$ cat src/rtl/ball_link_sender_pkg.sv
// Shared definitions for the ball hand-off transmitter: opponent register map,
// frame layout, FSM state encodings and the ball-frame byte formatter.
package ball_link_pkg;

  localparam logic [7:0] REG_Y_HI = 8'd0;
  localparam logic [7:0] REG_Y_LO = 8'd1;
  localparam logic [7:0] REG_VY   = 8'd2;
  localparam logic [7:0] REG_GRAV = 8'd3;
  localparam logic [7:0] REG_SPD  = 8'd4;
  localparam logic [7:0] REG_GO   = 8'd5;
  localparam logic [7:0] REG_LOSE = 8'd6;

  localparam logic [7:0] GO_SET   = 8'h01;
  localparam logic [7:0] GO_CLR   = 8'h00;
  localparam logic [7:0] LOSE_SET = 8'h01;

  // Ball frame is six bytes (regs 0..5, last one sets go); index 6 is the go-clear write.
  localparam int         BALL_FRAME_LEN = 6;
  localparam logic [2:0] IDX_GO         = 3'(BALL_FRAME_LEN - 1);
  localparam logic [2:0] IDX_GO_CLR     = 3'(BALL_FRAME_LEN);

  typedef enum logic [2:0] {
    ST_IDLE,
    ST_LOAD,
    ST_SEND,
    ST_WAIT_RSP,
    ST_HOLD,
    ST_DONE,
    ST_ABORT
  } link_state_t;

  typedef enum logic [1:0] {
    WR_IDLE,
    WR_REQ,
    WR_GAP
  } wr_state_t;

  typedef enum logic {
    FR_BALL = 1'b0,
    FR_LOSE = 1'b1
  } frame_t;

  typedef struct packed {
    logic [9:0] y;
    logic [7:0] vy;
    logic [1:0] grav;
    logic       spd;
  } ball_snap_t;

  typedef struct packed {
    logic [7:0] addr;
    logic [7:0] data;
  } i2c_wr_t;

  // Register/data pair for byte idx of the ball frame (idx 6 = go clear).
  function automatic i2c_wr_t ball_byte(input logic [2:0] idx, input ball_snap_t s);
    i2c_wr_t w;
    w.addr = REG_GO;
    w.data = GO_CLR;
    case (idx)
      3'd0:    begin w.addr = REG_Y_HI; w.data = {s.y[9:8], 6'b0};  end
      3'd1:    begin w.addr = REG_Y_LO; w.data = s.y[7:0];          end
      3'd2:    begin w.addr = REG_VY;   w.data = s.vy;              end
      3'd3:    begin w.addr = REG_GRAV; w.data = {6'b0, s.grav};    end
      3'd4:    begin w.addr = REG_SPD;  w.data = {7'b0, s.spd};     end
      IDX_GO:  begin w.addr = REG_GO;   w.data = GO_SET;            end
      default: begin w.addr = REG_GO;   w.data = GO_CLR;            end
    endcase
    return w;
  endfunction

endpackage

$ cat src/rtl/ball_link_sender_if.sv
// Byte-write command port between the hand-off transmitter and the I2C master core.
interface ball_link_i2c_if;
  logic       i2c_req;
  logic [7:0] i2c_reg_addr;
  logic [7:0] i2c_wdata;
  logic       i2c_ack;
  logic       i2c_err;

  modport master (
    output i2c_req, i2c_reg_addr, i2c_wdata,
    input  i2c_ack, i2c_err
  );

  modport slave (
    input  i2c_req, i2c_reg_addr, i2c_wdata,
    output i2c_ack, i2c_err
  );
endinterface

$ cat src/rtl/ball_link_sender_byte_writer.sv
// Single register write to the opponent board: holds req with stable addr/data
// until ack/err, re-issues after err or response timeout, gives up after MAX_RETRY
// re-issues. Reports the outcome as a one-cycle wr_ok / wr_fail in the response cycle.
module link_byte_writer
  import ball_link_pkg::*;
#(
  parameter int ACK_TIMEOUT = 250_000,
  parameter int MAX_RETRY   = 3
) (
  input  logic           clk_25MHZ,
  input  logic           reset,
  input  logic           start,
  input  i2c_wr_t        wr,
  output logic           wr_ok,
  output logic           wr_fail,
  ball_link_i2c_if.master i2c
);

  localparam int TW = $clog2(ACK_TIMEOUT + 1);
  localparam int RW = $clog2(MAX_RETRY + 1);

  wr_state_t     st_q, st_d;
  logic [TW-1:0] timer_q, timer_d;
  logic [RW-1:0] retry_q, retry_d;
  i2c_wr_t       wr_q, wr_d;
  logic          req_q, req_d;
  logic          attempt_bad;

  assign i2c.i2c_req      = req_q;
  assign i2c.i2c_reg_addr = wr_q.addr;
  assign i2c.i2c_wdata    = wr_q.data;

  // Request sequencing; err beats ack, ack beats a timeout landing in the same cycle.
  always_comb begin
    st_d        = st_q;
    timer_d     = timer_q;
    retry_d     = retry_q;
    wr_d        = wr_q;
    req_d       = req_q;
    wr_ok       = 1'b0;
    wr_fail     = 1'b0;
    attempt_bad = i2c.i2c_err || (!i2c.i2c_ack && (timer_q == '0));
    case (st_q)
      WR_IDLE: begin
        if (start) begin
          wr_d    = wr;
          req_d   = 1'b1;
          timer_d = TW'(ACK_TIMEOUT - 1);
          retry_d = '0;
          st_d    = WR_REQ;
        end
      end
      WR_REQ: begin
        if (attempt_bad) begin
          req_d = 1'b0;
          if (retry_q == RW'(MAX_RETRY)) begin
            wr_fail = 1'b1;
            st_d    = WR_IDLE;
          end else begin
            retry_d = retry_q + 1'b1;
            st_d    = WR_GAP;
          end
        end else if (i2c.i2c_ack) begin
          req_d = 1'b0;
          wr_ok = 1'b1;
          st_d  = WR_IDLE;
        end else begin
          timer_d = timer_q - 1'b1;
        end
      end
      WR_GAP: begin
        req_d   = 1'b1;
        timer_d = TW'(ACK_TIMEOUT - 1);
        st_d    = WR_REQ;
      end
      default: st_d = WR_IDLE;
    endcase
  end

  // Writer registers; reset drops req immediately.
  always_ff @(posedge clk_25MHZ or posedge reset) begin
    if (reset) begin
      st_q    <= WR_IDLE;
      timer_q <= '0;
      retry_q <= '0;
      wr_q    <= '0;
      req_q   <= 1'b0;
    end else begin
      st_q    <= st_d;
      timer_q <= timer_d;
      retry_q <= retry_d;
      wr_q    <= wr_d;
      req_q   <= req_d;
    end
  end

endmodule

$ cat src/rtl/ball_link_sender.sv
// Ball hand-off transmitter: snapshots ball state on a trigger rising edge and writes
// it as a register frame to the opponent board, then pulses go; also forwards LOSE.
//
//  state       | meaning
//  IDLE        | waiting for lose request or ball trigger edge
//  LOAD        | frame selected, byte index reset
//  SEND        | hand current byte to the writer
//  WAIT_RSP    | writer busy; choose next byte / HOLD / DONE / ABORT
//  HOLD        | go register held at 1 for GO_HOLD_CYCLES before clearing
//  DONE        | tx_done pulse
//  ABORT       | tx_error pulse (byte failed after all retries)
module ball_link_sender
  import ball_link_pkg::*;
#(
  parameter int GO_HOLD_CYCLES = 25_000,
  parameter int ACK_TIMEOUT    = 250_000,
  parameter int MAX_RETRY      = 3
) (
  input  logic            clk_25MHZ,
  input  logic            reset,
  input  logic            ball_send_trigger,
  input  logic            send_lose,
  input  logic [9:0]      ball_y,
  input  logic [7:0]      ball_vy,
  input  logic [1:0]      gravity_phase,
  input  logic            speed_fast,
  ball_link_i2c_if.master i2c,
  output logic            busy,
  output logic            tx_done,
  output logic            tx_error
);

  localparam int HW = $clog2(GO_HOLD_CYCLES + 1);

  link_state_t   state_q, state_d;
  frame_t        frame_q, frame_d;
  logic [2:0]    idx_q, idx_d;
  logic [HW-1:0] hold_q, hold_d;
  ball_snap_t    snap_q, snap_d;
  logic          trig_q, trig_d;
  logic          lose_pending_q, lose_pending_d;
  logic          ball_pending_q, ball_pending_d;
  logic          ball_edge;
  logic          wr_start, wr_ok, wr_fail;
  i2c_wr_t       wr_cmd;

  assign ball_edge = ball_send_trigger & ~trig_q;
  assign busy      = (state_q != ST_IDLE);
  assign tx_done   = (state_q == ST_DONE);
  assign tx_error  = (state_q == ST_ABORT);

  link_byte_writer #(
    .ACK_TIMEOUT (ACK_TIMEOUT),
    .MAX_RETRY   (MAX_RETRY)
  ) u_writer (
    .clk_25MHZ (clk_25MHZ),
    .reset     (reset),
    .start     (wr_start),
    .wr        (wr_cmd),
    .wr_ok     (wr_ok),
    .wr_fail   (wr_fail),
    .i2c       (i2c)
  );

  // Frame sequencing: lose wins over a simultaneous ball start, which is then deferred.
  always_comb begin
    state_d        = state_q;
    frame_d        = frame_q;
    idx_d          = idx_q;
    hold_d         = hold_q;
    snap_d         = snap_q;
    trig_d         = ball_send_trigger;
    lose_pending_d = lose_pending_q;
    ball_pending_d = ball_pending_q;
    wr_start       = 1'b0;
    if (frame_q == FR_LOSE) begin
      wr_cmd.addr = REG_LOSE;
      wr_cmd.data = LOSE_SET;
    end else begin
      wr_cmd = ball_byte(idx_q, snap_q);
    end
    if (send_lose && (state_q != ST_IDLE)) lose_pending_d = 1'b1;
    case (state_q)
      ST_IDLE: begin
        if (ball_edge) snap_d = '{y: ball_y, vy: ball_vy, grav: gravity_phase, spd: speed_fast};
        if (send_lose || lose_pending_q) begin
          frame_d        = FR_LOSE;
          lose_pending_d = 1'b0;
          if (ball_edge) ball_pending_d = 1'b1;
          state_d        = ST_LOAD;
        end else if (ball_edge || ball_pending_q) begin
          frame_d        = FR_BALL;
          ball_pending_d = 1'b0;
          state_d        = ST_LOAD;
        end
      end
      ST_LOAD: begin
        idx_d   = '0;
        state_d = ST_SEND;
      end
      ST_SEND: begin
        wr_start = 1'b1;
        state_d  = ST_WAIT_RSP;
      end
      ST_WAIT_RSP: begin
        if (wr_fail) begin
          state_d = ST_ABORT;
        end else if (wr_ok) begin
          if ((frame_q == FR_LOSE) || (idx_q == IDX_GO_CLR)) begin
            state_d = ST_DONE;
          end else if (idx_q == IDX_GO) begin
            hold_d  = HW'(GO_HOLD_CYCLES - 1);
            state_d = ST_HOLD;
          end else begin
            idx_d   = idx_q + 3'd1;
            state_d = ST_SEND;
          end
        end
      end
      ST_HOLD: begin
        if (hold_q == '0) begin
          idx_d   = IDX_GO_CLR;
          state_d = ST_SEND;
        end else begin
          hold_d = hold_q - 1'b1;
        end
      end
      ST_DONE:  state_d = ST_IDLE;
      ST_ABORT: state_d = ST_IDLE;
      default:  state_d = ST_IDLE;
    endcase
  end

  // Sequencer registers; reset abandons any frame and pending requests.
  always_ff @(posedge clk_25MHZ or posedge reset) begin
    if (reset) begin
      state_q        <= ST_IDLE;
      frame_q        <= FR_BALL;
      idx_q          <= '0;
      hold_q         <= '0;
      snap_q         <= '0;
      trig_q         <= 1'b0;
      lose_pending_q <= 1'b0;
      ball_pending_q <= 1'b0;
    end else begin
      state_q        <= state_d;
      frame_q        <= frame_d;
      idx_q          <= idx_d;
      hold_q         <= hold_d;
      snap_q         <= snap_d;
      trig_q         <= trig_d;
      lose_pending_q <= lose_pending_d;
      ball_pending_q <= ball_pending_d;
    end
  end

endmodule

$ cat src/flat_wrapper.sv
// flat-port wrapper written by rule: the top's interface ports become plain ports
module ball_link_sender_flat import ball_link_pkg::*;
#(
  parameter int GO_HOLD_CYCLES = 25_000,
  parameter int ACK_TIMEOUT    = 250_000,
  parameter int MAX_RETRY      = 3
)
  (clk_25MHZ, reset, ball_send_trigger, send_lose, ball_y, ball_vy, gravity_phase, speed_fast, busy, tx_done, tx_error, i2c_i2c_req, i2c_i2c_reg_addr, i2c_i2c_wdata, i2c_i2c_ack, i2c_i2c_err);
  ball_link_i2c_if i2c_i ();
  input  logic clk_25MHZ;
  input  logic reset;
  input  logic ball_send_trigger;
  input  logic send_lose;
  input  logic [9:0] ball_y;
  input  logic [7:0] ball_vy;
  input  logic [1:0] gravity_phase;
  input  logic speed_fast;
  output logic busy;
  output logic tx_done;
  output logic tx_error;
  output wire logic [$bits(i2c_i.i2c_req)-1:0] i2c_i2c_req;
  output wire logic [$bits(i2c_i.i2c_reg_addr)-1:0] i2c_i2c_reg_addr;
  output wire logic [$bits(i2c_i.i2c_wdata)-1:0] i2c_i2c_wdata;
  input wire logic [$bits(i2c_i.i2c_ack)-1:0] i2c_i2c_ack;
  input wire logic [$bits(i2c_i.i2c_err)-1:0] i2c_i2c_err;
  assign i2c_i2c_req = i2c_i.i2c_req;
  assign i2c_i2c_reg_addr = i2c_i.i2c_reg_addr;
  assign i2c_i2c_wdata = i2c_i.i2c_wdata;
  assign i2c_i.i2c_ack = i2c_i2c_ack;
  assign i2c_i.i2c_err = i2c_i2c_err;
  ball_link_sender #(.GO_HOLD_CYCLES(GO_HOLD_CYCLES), .ACK_TIMEOUT(ACK_TIMEOUT), .MAX_RETRY(MAX_RETRY)) u_core (.clk_25MHZ(clk_25MHZ), .reset(reset), .ball_send_trigger(ball_send_trigger), .send_lose(send_lose), .ball_y(ball_y), .ball_vy(ball_vy), .gravity_phase(gravity_phase), .speed_fast(speed_fast), .i2c(i2c_i), .busy(busy), .tx_done(tx_done), .tx_error(tx_error));
endmodule
$ cat config.mk
export PLATFORM = sky130hd
export DESIGN_NAME = ball_link_sender_flat
export DESIGN_NICKNAME = d
export VERILOG_FILES = /design/src/rtl/ball_link_sender_pkg.sv /design/src/rtl/ball_link_sender_if.sv /design/src/rtl/ball_link_sender_byte_writer.sv /design/src/rtl/ball_link_sender.sv /design/src/flat_wrapper.sv
export SDC_FILE = /design/constraint.sdc
export NUM_CORES = 1
export LEC_CHECK = 0
export ABC_AREA = 1
export CAP_MARGIN = 20
export CELL_PAD_IN_SITES_DETAIL_PLACEMENT = 0
export CELL_PAD_IN_SITES_GLOBAL_PLACEMENT = 1
export CORE_MARGIN = 3
export CORE_UTILIZATION = 51
export CTS_CLUSTER_DIAMETER = 50
export DETAILED_ROUTE_END_ITERATION = 7
export DONT_BUFFER_PORTS = 1
export MAX_ROUTING_LAYER = met4
export PLACE_DENSITY_LB_ADDON = 0.1
export SLEW_MARGIN = 15
export SYNTH_ARGS = -nofsm -noshare
export SYNTH_HDL_FRONTEND = slang
export SYNTH_SLANG_ARGS = --single-unit
$ cat constraint.sdc
create_clock -name clk_25MHZ -period 5.1 [get_ports clk_25MHZ]
set_clock_uncertainty 0.15 [all_clocks]
set_input_delay 1.02 -clock clk_25MHZ [delete_from_list [all_inputs] [get_ports clk_25MHZ]]
set_output_delay 1.02 -clock clk_25MHZ [all_outputs]
set_load 0.01 [all_outputs]
### After elaboration in Yosys (flattened, before gate mapping)

Index checks and enable logic that the tools add are counted.

* $add $sub $neg: 4
* equality and inequality tests: 31
* mux-type cells: 53
* bitwise logic cells: 2
* reduce and logical (&&, ||, !) cells: 29

Operators with widths (count)
* 2-to-1 mux 15 bit: 5
* case mux 11 bit (6 select lines): 1
* 2-to-1 mux 18 bit: 3
* case mux 18 bit (3 select lines): 1
* 2-to-1 mux 3 bit: 12
* case mux 15 bit (2 select lines): 1
* inequality test 2 bit (second input constant): 10
* == test 3 bit (second input constant): 6
* logical NOT 18 bit: 1
* subtractor 18 x 1 -> 18 bit (second input constant): 1
* 2-to-1 mux 1 bit: 17
* logical NOT 15 bit: 1
* case mux 3 bit (5 select lines): 1
* subtractor 15 x 1 -> 15 bit (second input constant): 1
* 2-to-1 mux 2 bit: 7
* == test 3 x 2 -> 1 bit (second input constant): 4
* AND reduction 6 bit: 2
* 2-to-1 mux 11 bit: 1
* case mux 3 bit (3 select lines): 1
* AND reduction 3 bit: 3
* nonzero test 3 bit: 3
* AND reduction 2 bit: 4
* AND reduction 4 bit: 2
* == test 3 x 1 -> 1 bit (second input constant): 2
* other kinds (18): 29

* register bits: 85
* input bits: 27
* output and inout bits: 20
* word-level logic and storage cells: 136

### Depth between registers and ports, before layout

Gate-level depths: netlist (run 1).

* depth after elaboration: 8
* depth in mapped cells: 14
* gate-level depth less buffers: 13

### Cells and area by module

Synthesis (run 1) repeated with hierarchy kept, for this count alone.

* cells, all modules: 595
* area, all modules: 4763.3 µm²

By module, submodules not included
* ball_link_sender: instances 1, cells an instance 336, area an instance 2618.8 µm², sequential area each 1151.1 µm²
* link_byte_writer: instances 1, cells an instance 259, area an instance 2144.6 µm², sequential area each 975.9 µm²

### Least setup slack after synthesis (run 1)

No wires, ideal clock.

* path type: input port to flip-flop
* start point: input port i2c_i2c_ack
* end point: register u_core.u_writer.timer_q[2]
* library setup time: 128 ps
* arrival time: 1850 ps
* data required time: 4822 ps
* path slack: 2972 ps
* stages on the path: 11
* path buffers: 1
* path through: nor2_1 nand3_1 nor2_1 nand2_1 nand2_2 nand2_2 nand2_4 inv_2 buf_6 nand3b_1 nand3_1

* cells in the longest elaborated chain, start to end: 5
* elaborated cells between the ends (all ways): 6
* those cells by class: 2 x eq/ne; 4 x reduce/logical

Ends and longest elaborated chain
* from (decl): RTL line flat_wrapper.sv:24 `input wire logic [$bits(i2c_i.i2c_ack)-1:0] i2c_i2c_ack;`
* logical NOT 1 bit: RTL line ball_link_sender_byte_writer.sv:42 `attempt_bad = i2c.i2c_err || (!i2c.i2c_ack && (timer_q == '0));`
* logical AND 1 bit: RTL line ball_link_sender_byte_writer.sv:42
* logical OR 1 bit: RTL line ball_link_sender_byte_writer.sv:42
* inequality test 2 bit (no line)
* AND reduction 4 bit (no line) *
* to (signal assigned): RTL line ball_link_sender_byte_writer.sv:90 `timer_q <= timer_d;`
* to (decl): RTL line ball_link_sender_byte_writer.sv:23 `logic [TW-1:0] timer_q, timer_d;`

Every way passes the cells marked *; elsewhere a longest branch is shown, timed or not.
A chain may end at the register's enable or synchronous reset.

### Final worst setup path (run 1)

* start point: register u_core.state_q[2]
* end point: output port tx_done

* cells in the longest elaborated chain, start to end: 1

Ends and longest elaborated chain
* from (decl): RTL line ball_link_sender.sv:35 `link_state_t state_q, state_d;`
* from (signal assigned): RTL line ball_link_sender.sv:146 `state_q <= state_d;`
* == test 3 bit: RTL line ball_link_sender.sv:49 `assign tx_done = (state_q == ST_DONE);`
* to (decl): RTL line flat_wrapper.sv:19 `output logic tx_done;`

Every way passes these cells.

==> results.yml, run 1 <==
power:
  power.density_nw_per_um2: 575.5
  internal_power_w: 0.001541
  leakage_nw: 2.153
  ir_worst_vdd_mv: 0.2290
  seqPwrFrac_pct: 40.8
  combPwrFrac_pct: 39.6
  p_sw_share_pct: 42.29
  switchingPower_w: 0.001130
  clockPowerShare_pct: 19.5
finish:
  drive_gt1_share_pct: 13.27
  synthToLayoutAreaGrowth_pct: 5.369
  antenna_cells: 0
  fin_cells: 640
  nNetsFinal: 566
route:
  drt.antenna.violating_nets: 0
  wire_per_inst_um: 14.00
  vias: 3315
  totalWireLength_um: 8957
  drt_iter0_drc: 101
  drcViolationCount: 0
  dr.pass1.iters: 4
  vias_per_cell: 5.180
logic_synthesis:
  synth_seq_area_share_pct: 45.45
  synthMuxAreaShare_pct: 2.301
  synth_cell_type_count: 43
  synth_top_family_by_area: "simple AND/OR/NAND/NOR gates"
  async_flop_share_pct: 100.0
  netlist_area_um2: 4404
  yosysWarnings: 0
  synthSimpleGateAreaFrac_pct: 23.27
  synth_compound_area_share_pct: 13.24
  syn_area_per_cell_um2: 8.279
  synth_edf_count: 0
  synth_fa_ha_area_share_pct: 2.557
  synth_xor_area_share_pct: 4.176
  syn_inst: 532
  synth-main-ff-cell: "dfrtp_1"
  synth-seq-cells: 80
cts:
  holdBufCountCts: 0
  cts_tree: "built"
  postCtsSetupRepairBufs: 0
  clk_path_buf_depth: 2
  cts_buffers: 9
  cts_sinks: 80
  cts_resized: 0
  htree_levels: 3
  path_clk_slew_ps: 90
  cts_root_buffer: "clkbuf_8"
  clkLatencyLatePin_ps: 340
sta:
  setup_violations: 0
  fin_crit_sh_pct: 49.15
  setup-tns-final_ps: 0
  finalHoldViolCount: 0
  fmax_mhz: 398.9
  slew_viol_final: 0
  fin_crit_ps: 2507
  rsz0062_at_grt: "false"
  max_slew_margin_pct: 56.77
  tightest_slew_ps: 648.4
global_routing:
  grt_usage_pct: 19.89
  grt_max_degree: 50
  grt_overflow: 0
  grt_pass1_wl_um: 15440
  grt_pass1_vias: 3239
  antenna_found_initial: 0
worst_setup_path:
  crit_arrival_ps: 1340
  crit_fanout: 7
  worstReg2RegStart: "u_core.state_q[1]"
  required_ps: 3930
  crit_start: "u_core.state_q[2]"
  cp-end-kind: "output pin"
  startpoint_type: "flop"
  worst-setup-path-type: "reg -> out"
die:
  core_um2: 8299
  fp.dieH_um: 98.93
  ios: 47
  die_w_um: 98.93
  dieArea_um2: 9787
  start_util_pct: 53.07
  rows: 33
flow_run:
  cap_violations: 0
placed_design:
  port_buffers: 0
  gp_congestion: 0.8123
  dp.cells: 624
  dpl.hpwl_um: 6523
status:
  status: "completed"
hold_path:
  worstHoldStart: "u_core.u_writer.retry_q[1]"
  hp-class: "reg -> reg"
per-stage QoR:
stage          util [%]  setup slack [ps]  area [µm²]  hold WS, ps  power (W)
2_1_floorplan         -              1878        4419        295.9   0.001973
3_3_place_gp      53.26              2701        4420        312.3   0.002140
3_5_place_dp      53.26              2677        4420        322.9   0.002171
4_1_cts           55.92              2565        4641        342.3   0.002702
5_1_grt           55.92              2478        4641        364.9   0.002906
6_report          55.92              2593        4641        338.6   0.002671
cells by family (layout without fill, tap and decap cells):
| kind of cell | count (synthesis) | in the layout |
|---|---|---|
| AOI/OAI and AO/OA | 92 | 92 |
| xor gates and xnor gates | 21 | 21 |
| adders and majority gates | 9 | 9 |
| buffers and inverters | 85 | 84 |
| DFF | 80 | 80 |
| muxes | 9 | 9 |
| other | 1 | 5 |
| and+or+nand+nor | 235 | 235 |
final timing paths:
kind	to	slack [ps]	cells past startpoint
setup / recovery	tx_done	2590	2
hold reg to reg	u_core.u_writer.retry_q[1]	340	2
max in group asynchronous	u_core.hold_q[0]	3340	2
hold / removal	u_core.u_writer.retry_q[1]	340	2
min in group asynchronous	u_core.snap_q[6]	420	1
setup reg to reg	u_core.hold_q[1]	2740	9
cell type report:
cell class	count	area (µm²)
clock buffers	10	127.6
clock inverters	6	92.59
well taps	105	131.4
fillers	787	3659
multi-input cells	371	2024
inverters	67	255.2
flip-flops and latches	80	2002
repair buffers	1	7.507
Yosys cell counts, types with 9 or more instances:
cell type / instances / share of area (%)
nand2_1: 88 / 7.5
nor2_1: 87 / 7.4
dfrtp_1: 80 / 45
inv_1: 57 / 4.9
o21ai_1: 21 / 2.4
a21oi_1: 19 / 2.2
o21ai_0: 18 / 2.0
xor2_1: 18 / 3.6
nand3_1: 16 / 1.8
nand2_2: 15 / 2.1
o21ai_2: 12 / 2.4
nor3_1: 10 / 1.1
ha_1: 9 / 2.6
power by group through the flow:
stage	registers [W]	logic (W)	clock network (W)
final	0.00109	0.00106	0.000522
after global routing	0.00113	0.00122	0.000560
after CTS	0.00109	0.00107	0.000536
after detailed placement	0.00111	0.00107	0
after global placement	0.00110	0.00104	0
after floorplan	0.00105	0.000924	0
per-layer routing:
| metal | track usage [%] | up-vias | routed length, µm |
|---|---|---|---|
| li1 | - | 1704 | - |
| met1 | 26.01 | 1536 | 4195 |
| met2 | 31.82 | 69 | 4273 |
| met4 | 5.672 | 0 | 61 |
| met3 | 3.609 | 6 | 426 |
| met5 | - | - | 0 |
placed cells by master (no fill, tap or decap), drive strengths merged, types with 3 or more instances in the layout:
cell | netlist | layout
a21oi | 20 | 20
a22o | 5 | 5
clkbuf | 1 | 10
clkinv | 1 | 3
conb | 1 | 5
dfrtp | 80 | 80
ha | 9 | 9
inv | 66 | 66
mux2 | 9 | 9
nand2 | 104 | 104
nand3 | 17 | 17
nand4 | 7 | 7
nor2 | 94 | 94
nor3 | 10 | 10
o21ai | 51 | 51
o22ai | 4 | 4
o31ai | 6 | 6
xnor2 | 3 | 3
xor2 | 18 | 18
state kept, by name (all words and copies together) (netlist names), 3 cells and up:
register	flops
u_core.u_writer.i2c.i2c_wdata	8
u_core.state_q	3
u_core.hold_q	15
u_core.u_writer.i2c.i2c_reg_addr	3
u_core.u_writer.timer_q	18
u_core.snap_q	21
u_core.idx_q	3
critical path: stages, from the launching register on:
cell and delay [ps]:
dfrtp_1 500, inv_2 80, nor3_1 420
Power figures use the tool's default switching activity.
==> inputs of run 2 (changes only) <==
--- a/config.mk
+++ b/config.mk
@@ -10,7 +10,7 @@
 export CELL_PAD_IN_SITES_DETAIL_PLACEMENT = 0
 export CELL_PAD_IN_SITES_GLOBAL_PLACEMENT = 1
 export CORE_MARGIN = 3
-export CORE_UTILIZATION = 51
+export CORE_UTILIZATION = 43
 export CTS_CLUSTER_DIAMETER = 50
 export DETAILED_ROUTE_END_ITERATION = 7
 export DONT_BUFFER_PORTS = 1
==> constraint.sdc (replaced) <==
create_clock -name clk_25MHZ -period 2.3 [get_ports clk_25MHZ]
set_clock_uncertainty 0.15 [all_clocks]
set_input_delay 0.46 -clock clk_25MHZ [delete_from_list [all_inputs] [get_ports clk_25MHZ]]
set_output_delay 0.46 -clock clk_25MHZ [all_outputs]
set_load 0.01 [all_outputs]
==> results.yml, run 2 (synthesis results as in run 1) <==
power:
  internal_power_w: 0.003446
  clockPowerShare_pct: 18.9
  switchingPower_w: 0.002551
  leakage_nw: 2.193
  p_sw_share_pct: 42.54
  ir_worst_vdd_mv: 0.4203
  power.density_nw_per_um2: 1261
  seqPwrFrac_pct: 40.4
  combPwrFrac_pct: 40.8
worst_setup_path:
  worst-setup-path-type: "reg -> reg"
  crit_family: "simple AND/OR/NAND/NOR gates"
  crit_fanout: 20
  path_cells: "inv_2 > ha_1 > inv_1 > nor2_1 > nand3_1 > nor2_1 > nand2_1 > nand2_2 > nand2_2 > nand2_4 > inv_2 > o21ai_1 > o21ai_1"
  cp-end-kind: "flop"
  r2r_setup_slack_ps: 270
  required_ps: 2390
  startpoint_type: "flop"
  path_buf_inv: 3
  cpPeakStageDelay_ps: 430
  crit_arrival_ps: 2120
  crit_slowest_cell: "dfrtp_1"
sta:
  fmax_mhz: 492.2
  fin_crit_ps: 2032
  finalHoldViolCount: 0
  tightest_slew_ps: 507.0
  max_slew_margin_pct: 66.08
  slew_viol_final: 0
  setup-tns-final_ps: 0
  rsz0062_at_grt: "false"
  fin_crit_sh_pct: 88.34
  setup_violations: 0
cts:
  cts_tree: "built"
  clkLatencyLatePin_ps: 350
  clk_path_buf_depth: 2
  cts_sinks: 80
  path_clk_slew_ps: 80
  cts_buffers: 9
  cts_root_buffer: "clkbuf_8"
  htree_levels: 3
finish:
  final_area_um2: 4756
  top_regs: "u_core.snap_q x21, u_core.u_writer.timer_q x18, u_core.hold_q x15"
  n_fill_cell: 968
  synthToLayoutAreaGrowth_pct: 7.983
  antenna_cells: 0
  largest_reg_flops: 21
  top_register: "u_core.snap_q"
  nNetsFinal: 574
  mostFrequentLayoutCells: "nand2_1, nor2_1, dfrtp_1, inv_1, o21ai_1"
  mostFrequentLayoutCell: "nand2_1"
  drive_gt1_share_pct: 14.73
placed_design:
  dpl.hpwl_um: 6857
  port_buffers: 0
  gp_congestion: 0.7891
  place_area_um2: 4516
route:
  vias: 3363
  totalWireLength_um: 9532
  vias_per_cell: 4.975
  drt.antenna.violating_nets: 0
  drt_iter0_drc: 140
  wire_per_inst_um: 14.10
  dr.pass1.iters: 4
  drcViolationCount: 0
die:
  start_util_pct: 44.65
  ios: 47
  fp.dieH_um: 107.2
  core_um2: 9864
  die_w_um: 107.2
  rows: 36
  dieArea_um2: 11490
global_routing:
  grt_pass1_wl_um: 16710
  grt_max_degree: 81
  grt_usage_pct: 18.58
  antenna_found_initial: 0
  grt_pass1_vias: 3494
  grt_overflow: 0
status:
  status: "completed"
hold_path:
  hp-class: "in -> reg"
flow_run:
  cap_violations: 0
-- run 2: layer usage --
metal  GRT usage [%]  part of all wire [%]  vias up
li1                -                     -     1713
met1           24.70                    49     1575
met2           28.73                    45       59
met3           3.311                   4.4       16
met4           6.484                   1.9        0
met5               -                     0        -
-- run 2: final timing paths --
check,to,depth (start not counted),from
setup reg to reg,u_core.u_writer.timer_q[12],13,u_core.u_writer.timer_q[0]
hold reg to reg,u_core.hold_q[13],2,u_core.hold_q[13]
min in group asynchronous,u_core.snap_q[6],3,reset
max in group asynchronous,u_core.hold_q[14],3,reset
hold / removal,u_core.snap_q[11],1,ball_y[0]
setup / recovery,u_core.u_writer.timer_q[12],13,u_core.u_writer.timer_q[0]
-- run 2: area by class of cell --
class                   instances  area [µm²]  share of cell area, %
multi-input cells             371        2028                  42.65
flip-flops and latches         80        2002                  42.09
inverters                      67       257.7                  5.420
well taps                     133       166.4                  3.499
clock buffers                  12       165.2                  3.473
repair buffers                  9       85.08                  1.789
clock inverters                 4       51.30                  1.079
-- run 2: power by group through the flow --
stage | Sequential [W] | Combinational (W) | Clock, W
detailed placement | 0.00245 | 0.00247 | 0
global route | 0.00250 | 0.00283 | 0.00122
floorplan | 0.00233 | 0.00205 | 0
CTS | 0.00243 | 0.00248 | 0.00116
finish | 0.00242 | 0.00244 | 0.00113
global placement | 0.00244 | 0.00240 | 0
-- run 2: what timing repair did --
item / in CTS / in global routing
hold endpoints to repair: 81 / 0
hold buffers: 2 / 0
setup buffers: 0 / 0
endpoints found under the setup margin: 0 / 9
resized for setup: 0 / 2
-- run 2: per-stage QoR --
stage	util, %	power [W]	hold WS (ps)	std cells	setup WS, ps
final	48.21	0.005998	89.18	676	268.2
after global routing	48.21	0.006547	82.41	676	53.61
after CTS	48.17	0.006063	83.40	676	199.8
after detailed placement	45.78	0.004914	317.7	658	203.8
after global placement	45.78	0.004843	312.4	658	253.1
after floorplan	-	0.004376	295.9	536	497.0
